**src/rtl/btn_debouncer_pkg.sv**
```systemverilog
// Shared types and default timings for the push-button debouncer.
package btn_debouncer_pkg;

    // IDLE         | button released and stable
    // PRESS_WAIT   | synchronised input low, counting stable samples
    // PRESSED      | press accepted, btn_n_out held low
    // RELEASE_WAIT | synchronised input high, counting stable samples
    typedef enum logic [1:0] {
        IDLE         = 2'd0,
        PRESS_WAIT   = 2'd1,
        PRESSED      = 2'd2,
        RELEASE_WAIT = 2'd3
    } debounce_state_t;

    // 10 ms at 50 MHz
    localparam int unsigned DEF_DEBOUNCE_CYCLES = 500000;
    // 500 ms before the first auto-repeat, then one every 200 ms
    localparam int unsigned DEF_REPEAT_DELAY    = 25000000;
    localparam int unsigned DEF_REPEAT_PERIOD   = 10000000;

endpackage

```
**src/rtl/btn_debouncer_sync.sv**
```systemverilog
// Two-flop synchroniser for asynchronous inputs; resets to all ones
// so an active-low button reads as released.
module sync_2ff #(
    parameter int WIDTH = 1
) (
    input  logic             clk,
    input  logic             rst,
    input  logic [WIDTH-1:0] d,
    output logic [WIDTH-1:0] q
);

    logic [WIDTH-1:0] meta;

    // Double-register the asynchronous input into the clk domain
    always_ff @(posedge clk or posedge rst) begin
        if (rst) begin
            meta <= '1;
            q    <= '1;
        end else begin
            meta <= d;
            q    <= meta;
        end
    end

endmodule

```
**src/rtl/btn_debouncer.sv**
```systemverilog
// Debouncer for one active-low push-button: 2-FF synchroniser, stability
// counter and press/release FSM with registered one-cycle strobes.
// Optional build macro BTN_DEBOUNCER_AUTO_REPEAT_EN adds press_pulse
// auto-repeat while the button is held.
module btn_debouncer
    import btn_debouncer_pkg::*;
#(
    parameter int unsigned DEBOUNCE_CYCLES = DEF_DEBOUNCE_CYCLES,
    parameter int unsigned CNT_W           = $clog2(DEBOUNCE_CYCLES + 1),
    parameter int unsigned REPEAT_DELAY    = DEF_REPEAT_DELAY,
    parameter int unsigned REPEAT_PERIOD   = DEF_REPEAT_PERIOD
) (
    input  logic clk,
    input  logic rst,
    input  logic btn_n_in,
    output logic btn_n_out,
    output logic press_pulse,
    output logic release_pulse
);

    if (DEBOUNCE_CYCLES < 2) begin : g_bad_debounce
        $error("btn_debouncer: DEBOUNCE_CYCLES must be >= 2");
    end
    if (REPEAT_PERIOD < 1 || REPEAT_PERIOD > REPEAT_DELAY) begin : g_bad_repeat
        $error("btn_debouncer: need 1 <= REPEAT_PERIOD <= REPEAT_DELAY");
    end

    localparam logic [CNT_W-1:0] CNT_LAST = CNT_W'(DEBOUNCE_CYCLES - 1);

    debounce_state_t  state;
    logic [CNT_W-1:0] cnt;
    logic             s;
    logic             rpt_hit;

    sync_2ff #(.WIDTH(1)) u_sync (
        .clk (clk),
        .rst (rst),
        .d   (btn_n_in),
        .q   (s)
    );

`ifdef BTN_DEBOUNCER_AUTO_REPEAT_EN
    localparam int unsigned RPT_W = $clog2(REPEAT_DELAY + 1);
    localparam logic [RPT_W-1:0] RPT_LAST   = RPT_W'(REPEAT_DELAY - 1);
    // Reloading to DELAY-PERIOD makes later hits land every REPEAT_PERIOD cycles
    localparam logic [RPT_W-1:0] RPT_RELOAD = RPT_W'(REPEAT_DELAY - REPEAT_PERIOD);

    logic [RPT_W-1:0] rpt_cnt;

    assign rpt_hit = (state == PRESSED) && !s && (rpt_cnt == RPT_LAST);

    // Cycles since acceptance while held; cleared whenever not PRESSED
    always_ff @(posedge clk or posedge rst) begin
        if (rst) begin
            rpt_cnt <= '0;
        end else if (state != PRESSED) begin
            rpt_cnt <= '0;
        end else if (rpt_hit) begin
            rpt_cnt <= RPT_RELOAD;
        end else begin
            rpt_cnt <= rpt_cnt + RPT_W'(1);
        end
    end
`else
    assign rpt_hit = 1'b0;
`endif

    // Press/release FSM; the stability counter never passes CNT_LAST
    always_ff @(posedge clk or posedge rst) begin
        if (rst) begin
            state         <= IDLE;
            cnt           <= '0;
            btn_n_out     <= 1'b1;
            press_pulse   <= 1'b0;
            release_pulse <= 1'b0;
        end else begin
            press_pulse   <= 1'b0;
            release_pulse <= 1'b0;
            case (state)
                IDLE: begin
                    if (!s) begin
                        state <= PRESS_WAIT;
                        cnt   <= CNT_W'(1);
                    end else begin
                        cnt   <= '0;
                    end
                end
                PRESS_WAIT: begin
                    if (s) begin
                        state <= IDLE;
                        cnt   <= '0;
                    end else if (cnt == CNT_LAST) begin
                        state       <= PRESSED;
                        btn_n_out   <= 1'b0;
                        press_pulse <= 1'b1;
                        cnt         <= '0;
                    end else begin
                        cnt <= cnt + CNT_W'(1);
                    end
                end
                PRESSED: begin
                    if (s) begin
                        state <= RELEASE_WAIT;
                        cnt   <= CNT_W'(1);
                    end else begin
                        press_pulse <= rpt_hit;
                    end
                end
                RELEASE_WAIT: begin
                    if (!s) begin
                        state <= PRESSED;
                        cnt   <= '0;
                    end else if (cnt == CNT_LAST) begin
                        state         <= IDLE;
                        btn_n_out     <= 1'b1;
                        release_pulse <= 1'b1;
                        cnt           <= '0;
                    end else begin
                        cnt <= cnt + CNT_W'(1);
                    end
                end
                default: begin
                    state <= IDLE;
                    cnt   <= '0;
                end
            endcase
        end
    end

endmodule
```
**config.mk**
```make
export PLATFORM = sky130hd
export DESIGN_NAME = btn_debouncer
export DESIGN_NICKNAME = d
export VERILOG_FILES = /design/src/rtl/btn_debouncer_pkg.sv /design/src/rtl/btn_debouncer_sync.sv /design/src/rtl/btn_debouncer.sv
export SDC_FILE = /design/constraint.sdc
export NUM_CORES = 1
export LEC_CHECK = 0
export BUFFER_PORTS_ARGS = -buffer_cell sky130_fd_sc_hd__buf_2
export CAP_MARGIN = 30
export CORE_UTILIZATION = 40
export DETAILED_ROUTE_END_ITERATION = 10
export GPL_TIMING_DRIVEN = 0
export PLACE_DENSITY = 0.68
export SYNTH_ARGS = -nofsm -noshare
export SYNTH_HDL_FRONTEND = slang
export SYNTH_SLANG_ARGS = --single-unit
```
**constraint.sdc**
```tcl
create_clock -name clk -period 2.3 [get_ports clk]
set_input_delay 0.115 -clock clk [delete_from_list [all_inputs] [get_ports clk]]
set_output_delay 0.115 -clock clk [all_outputs]
set_load 0.1 [all_outputs]
```
# Word-level counts from Yosys, hierarchy flattened
# Index checks and enable logic that the tools add are counted.
# word_totals
regBits,26
in_bits,3
elab_cells,47
# classes
n_addsub,1
n_eq_ne,12
muxes,23
n_reduce_logical,4
# ops
operator,n
$mux 19,4
$pmux 19 s4,1
$add 19x1->19 const B,1
$eq 19x19->1 const B,1
$mux 2,6
$mux 1,10
$ne 2x2->1 const B,4
$pmux 2 s4,1
$reduce_and 5->1,1
$eq 2x2->1 const B,2
$ne 2x1->1 const B,2
$reduce_and 4->1,1
$ne 3x2->1 const B,1
$ne 3x3->1 const B,1
$eq 2x1->1 const B,1
$logic_not 2->1,1
$pmux 1 s2,1
$reduce_bool 2->1,1

# Depth between registers and ports, before layout
# depth
word_depth,4
ltp_mapped,9
mapped_depth_nobuf,6

# Cells and area by module
# A second synthesis with hierarchy kept.
# hier_totals
cells_unflattened,151
area_unflattened_um2,1406.3
# by_module_without_submodules
mod,instances,cells_per_inst,area_per_inst_um2,seq_area_each_um2
btn_debouncer,1,148,1350.0,601.8
sync_2ff,1,3,56.3,52.6

# Least setup slack after synthesis
# No wires, ideal clock.
# synth_path
kind,flip-flop to flip-flop
start,reg cnt[0]
end,reg cnt[14]
setup_ns,0.124
arrival_time_ns,1.857
required_ns,2.176
slack_ns,0.319
path_stages_with_launch,9
path_cell_list,dfrtp_1 -> ha_1 -> and4_1 -> buf_4 -> nand4_1 -> o31a_1 -> buf_6 -> and3_1 -> a211o_1
# synth_between
elab_chain_len,4
word_cells_on_any_way,6
cone_classes,1 x add/sub; 1 x eq/ne; 4 x mux
# synth_lines
item,line_no,text
"start, declared",btn_debouncer.sv:31,logic [CNT_W-1:0] cnt;
"start signal, assigned",btn_debouncer.sv:98,cnt <= cnt + CNT_W'(1);
"start signal, assigned",btn_debouncer.sv:119,cnt <= cnt + CNT_W'(1);
$add 19x1->19 or $eq 19x19->1 (tied branches),n/a,
$mux 19 (*),"btn_debouncer.sv:92, btn_debouncer.sv:113",
$mux 19 (on tied branches),"btn_debouncer.sv:110, btn_debouncer.sv:89",
$pmux 19 s4 (*),btn_debouncer.sv:79,case (state)
# Every way passes the cells marked *; elsewhere a longest branch is shown, timed or not.
# A chain may end at the register's enable or synchronous reset.

# Worst setup path in the final report
# layout_path
start,reg cnt[0]
end,reg cnt[6]
# The elaborated chain is that of the path after synthesis.

==> impl_metrics.env <==
export IMPL_status="completed"
export IMPL_final_core_util_pct=49.68
export IMPL_syn_inst=142
export IMPL_grt_overflow=0
export IMPL_clock_skew_final_ns=0.001198
export IMPL_required_ns=2.53
export IMPL_grt_max_degree=27
export IMPL_clock_latency_ns=0.32
export IMPL_coreArea_mm2=0.003153
export IMPL_gp_congestion=0.8387
export IMPL_root_buffer="clkbuf_4"
export IMPL_finalSetupViolCount=0
export IMPL_final_antenna_net_count=0
export IMPL_critPathKind="flip-flop to flip-flop"
export IMPL_cp_common_cell="buf_6"
export IMPL_hold_viol=0
export IMPL_vdd_ir_drop_worst_uv=306.4
export IMPL_antenna_found_initial=0
export IMPL_dp_slack_ns=0.07064
export IMPL_slew_headroom_pct=57.95
export IMPL_slowest_stage="dfrtp_2"
export IMPL_cts_tree="built"
export IMPL_syn_mean_instance_area_um2=9.684
export IMPL_p_leak_uw=0.0006757
export IMPL_min_path_type="input pin to async pin"
export IMPL_drv_cap=0
export IMPL_first_global_vias=1066
export IMPL_placed_area_mm2=0.001455
export IMPL_dieArea_mm2=0.003676
export IMPL_cts_buffers=3
export IMPL_dpl_hpwl_um=1956
export IMPL_crit_fanout=10
export IMPL_port_buffers=5
export IMPL_die_h_um=60.63
export IMPL_fin_nets=160
export IMPL_finalWorstSetupSlack_ns=0.1310
export IMPL_synth_seq_cells=26
export IMPL_synth_flop_cell="dfrtp_1"
export IMPL_synth_area_mm2=0.001375
export IMPL_setup_tns_ns=0
export IMPL_cpPeakStageDelay_ns=0.45
export IMPL_gr_usage_met2_pct=28.57
export IMPL_firstDrtPassIters=4
export IMPL_cts_htree_levels=1
export IMPL_fin_crit_sh_pct=94.31
export IMPL_critPathBufInv=3
export IMPL_finalCriticalPeriod_ns=2.169
export IMPL_track_usage_pct=17.94
export IMPL_power_density_mw_per_mm2=479.4
export IMPL_path_clk_slew_ns=0.14
export IMPL_initial_utilization_pct=43.61
export IMPL_drc=0
export IMPL_drt_iter0_drc=28
export IMPL_fin_area_mm2=0.001567
export IMPL_tightest_slew_ns=0.6284
export IMPL_cp_arrival_ns=2.40
export IMPL_routed_via_density=5.467
export IMPL_use_met1_pct=23.71
export IMPL_dr_total_vias=1088
export IMPL_synth_fp_nets=146
export IMPL_async_flop_share_pct=100.0
export IMPL_busiest_layer="met2"
export IMPL_critPathTopFamily="compound AO/OA/AOI/OAI gates"
export IMPL_ys_types=40
export IMPL_synth_edf_count=0
export IMPL_gr_usage_met3_pct=2.559
export IMPL_path_cells="ha_4 > and4_1 > buf_6 > nand4_1 > o31a_1 > buf_6 > clkbuf_4 > a31oi_1 > nand2_1"
export IMPL_yosys_warnings=0
export IMPL_end_kind="flip-flop"
export IMPL_wl_um=2751
export IMPL_diodes=0
export IMPL_slew_violations=0
export IMPL_seq_area_frac_synth_pct=47.59
export IMPL_start_kind="flip-flop"
export IMPL_drive_gt1_share_pct=16.77
export IMPL_rows=20
export IMPL_rsz0062_at_grt="no"
export IMPL_max_freq_ghz=0.4610
export IMPL_grt_pass1_wl_um=4809
export IMPL_clock_sinks=26
export IMPL_area_delta_synth_final_pct=13.92
export IMPL_die_w_um=60.63
export IMPL_cts_buffer_depth=2
export IMPL_wl_per_cell_um=13.82
export IMPL_pin_count=6
## flip-flops by register name, summed over array words and instances, names as in the netlist, named ones only
register / cells
release_pulse: 1
btn_n_out: 1
press_pulse: 1
u_sync.q: 1
u_sync.meta: 1
cnt: 19
state: 1
## placed cells by master, fill, tap and decap left out, drive strengths merged
cell | Yosys | layout
o211a | 1 | 1
a21oi | 5 | 5
nor3 | 4 | 4
nand4 | 3 | 3
nand4b | 2 | 2
a22o | 5 | 5
inv | 3 | 3
nor2 | 3 | 3
dlygate4sd3 | 0 | 2
and4 | 3 | 3
buf | 4 | 10
nand2b | 2 | 2
a21o | 1 | 1
dfstp | 3 | 3
nor4 | 1 | 1
a211o | 1 | 1
o21ai | 7 | 7
ha | 1 | 1
or3 | 5 | 5
mux2i | 3 | 3
or4 | 1 | 1
and2 | 4 | 4
nand3 | 19 | 19
xor2 | 2 | 2
nand2 | 18 | 18
clkbuf | 4 | 9
o31a | 1 | 1
dfrtp | 23 | 23
xnor2 | 4 | 4
or4b | 1 | 1
a31oi | 1 | 1
and3 | 4 | 4
nand3b | 2 | 2
nor3b | 1 | 1
## repair_timing
action	4_1_cts	5_1_grt
setup endpoints to repair	0	12
buffers inserted	0	1
resized for setup	0	5
hold buffers	1	1
hold endpoints to repair	1	23
## worst reg2reg max path, cell delays in order (launching register included)
cell      delay [ns]
dfrtp_2         0.45
ha_4            0.16
and4_1          0.21
buf_6           0.13
nand4_1         0.19
o31a_1          0.36
buf_6           0.14
clkbuf_4        0.19
a31oi_1         0.18
nand2_1         0.06
## per-stage QoR
stage	total power (uW)	std cells	hold slack [ns]
floorplan	501.3	142	0.1195
global placement	510.5	191	0.2212
detailed placement	513.2	191	0.2292
CTS	744.9	196	0.01850
global route	780.7	199	0.1915
finish	751.0	199	0.2064
## final timing paths
path | start | end | slack [ns] | cells past startpoint
max | cnt[0]$_DFFE_PP0P_ | cnt[6]$_DFFE_PP0P_ | 0.13 | 9
min | rst | cnt[1]$_DFFE_PP0P_ | 0.21 | 3
max reg2reg | cnt[0]$_DFFE_PP0P_ | cnt[6]$_DFFE_PP0P_ | 0.13 | 9
min reg2reg | u_sync.meta$_DFF_PP1_ | u_sync.q$_DFF_PP1_ | 0.37 | 0
max in group asynchronous | rst | btn_n_out$_DFFE_PP1P_ | 1.67 | 4
min in group clk | u_sync.meta$_DFF_PP1_ | u_sync.q$_DFF_PP1_ | 0.37 | 0
## cell usage after synthesis (2+ instances only)
cell type	instances	area share, %
or3_1	5	2.3
nand3b_1	2	1.1
o21ai_0	6	2.2
nor2_1	2	0.55
mux2i_1	3	2.2
nand4b_1	2	1.3
buf_6	2	1.6
nand2_1	18	4.9
and4_1	3	1.9
inv_1	3	0.82
xor2_1	2	1.3
nand2b_1	2	0.91
nand4_1	3	1.4
and3_1	3	1.4
a21oi_1	5	1.8
clkbuf_1	3	0.82
xnor2_1	4	2.5
and2_1	4	1.8
nand3_1	19	6.9
dfstp_2	3	5.7
nor3_1	3	1.1
dfrtp_1	23	42
a22o_1	5	3.2
## power by group
group / leakage, uW / internal [uW] / total, uW / switching (uW)
registers: 0.000347 / 464 / 471 / 7.01
logic: 0.000308 / 20.8 / 45.6 / 24.7
clock network: 0.0000210 / 96.9 / 234 / 137
total: 0.000676 / 582 / 751 / 169
## cell type report
cell class | instances | area [um^2]
Fill cell | 303 | 1587
Multi-Input combinational cell | 105 | 670.6
Sequential cell | 26 | 655.6
Timing Repair Buffer | 9 | 80.08
Buffer | 8 | 57.56
Tap cell | 44 | 55.05
Clock buffer | 4 | 36.28
Inverter | 3 | 11.26
## cells by family after synthesis
family | count (synthesis) | share of synthesized area [%]
and+or+nand+nor | 73 | 30.39
DFF | 26 | 47.59
AOI/OAI and AO/OA | 22 | 10.56
buffers and inverters | 11 | 4.549
xor gates and xnor gates | 6 | 3.822
muxes | 3 | 2.184
adders and majority gates | 1 | 0.9098
## metal layers
layer | vias to the layer above | share of wire [%]
met3 | 6 | 1.9
met5 | - | 0
met4 | 0 | 2.4
li1 | 538 | -
met2 | 15 | 48
met1 | 529 | 47
(Power assumes the default switching activity.)
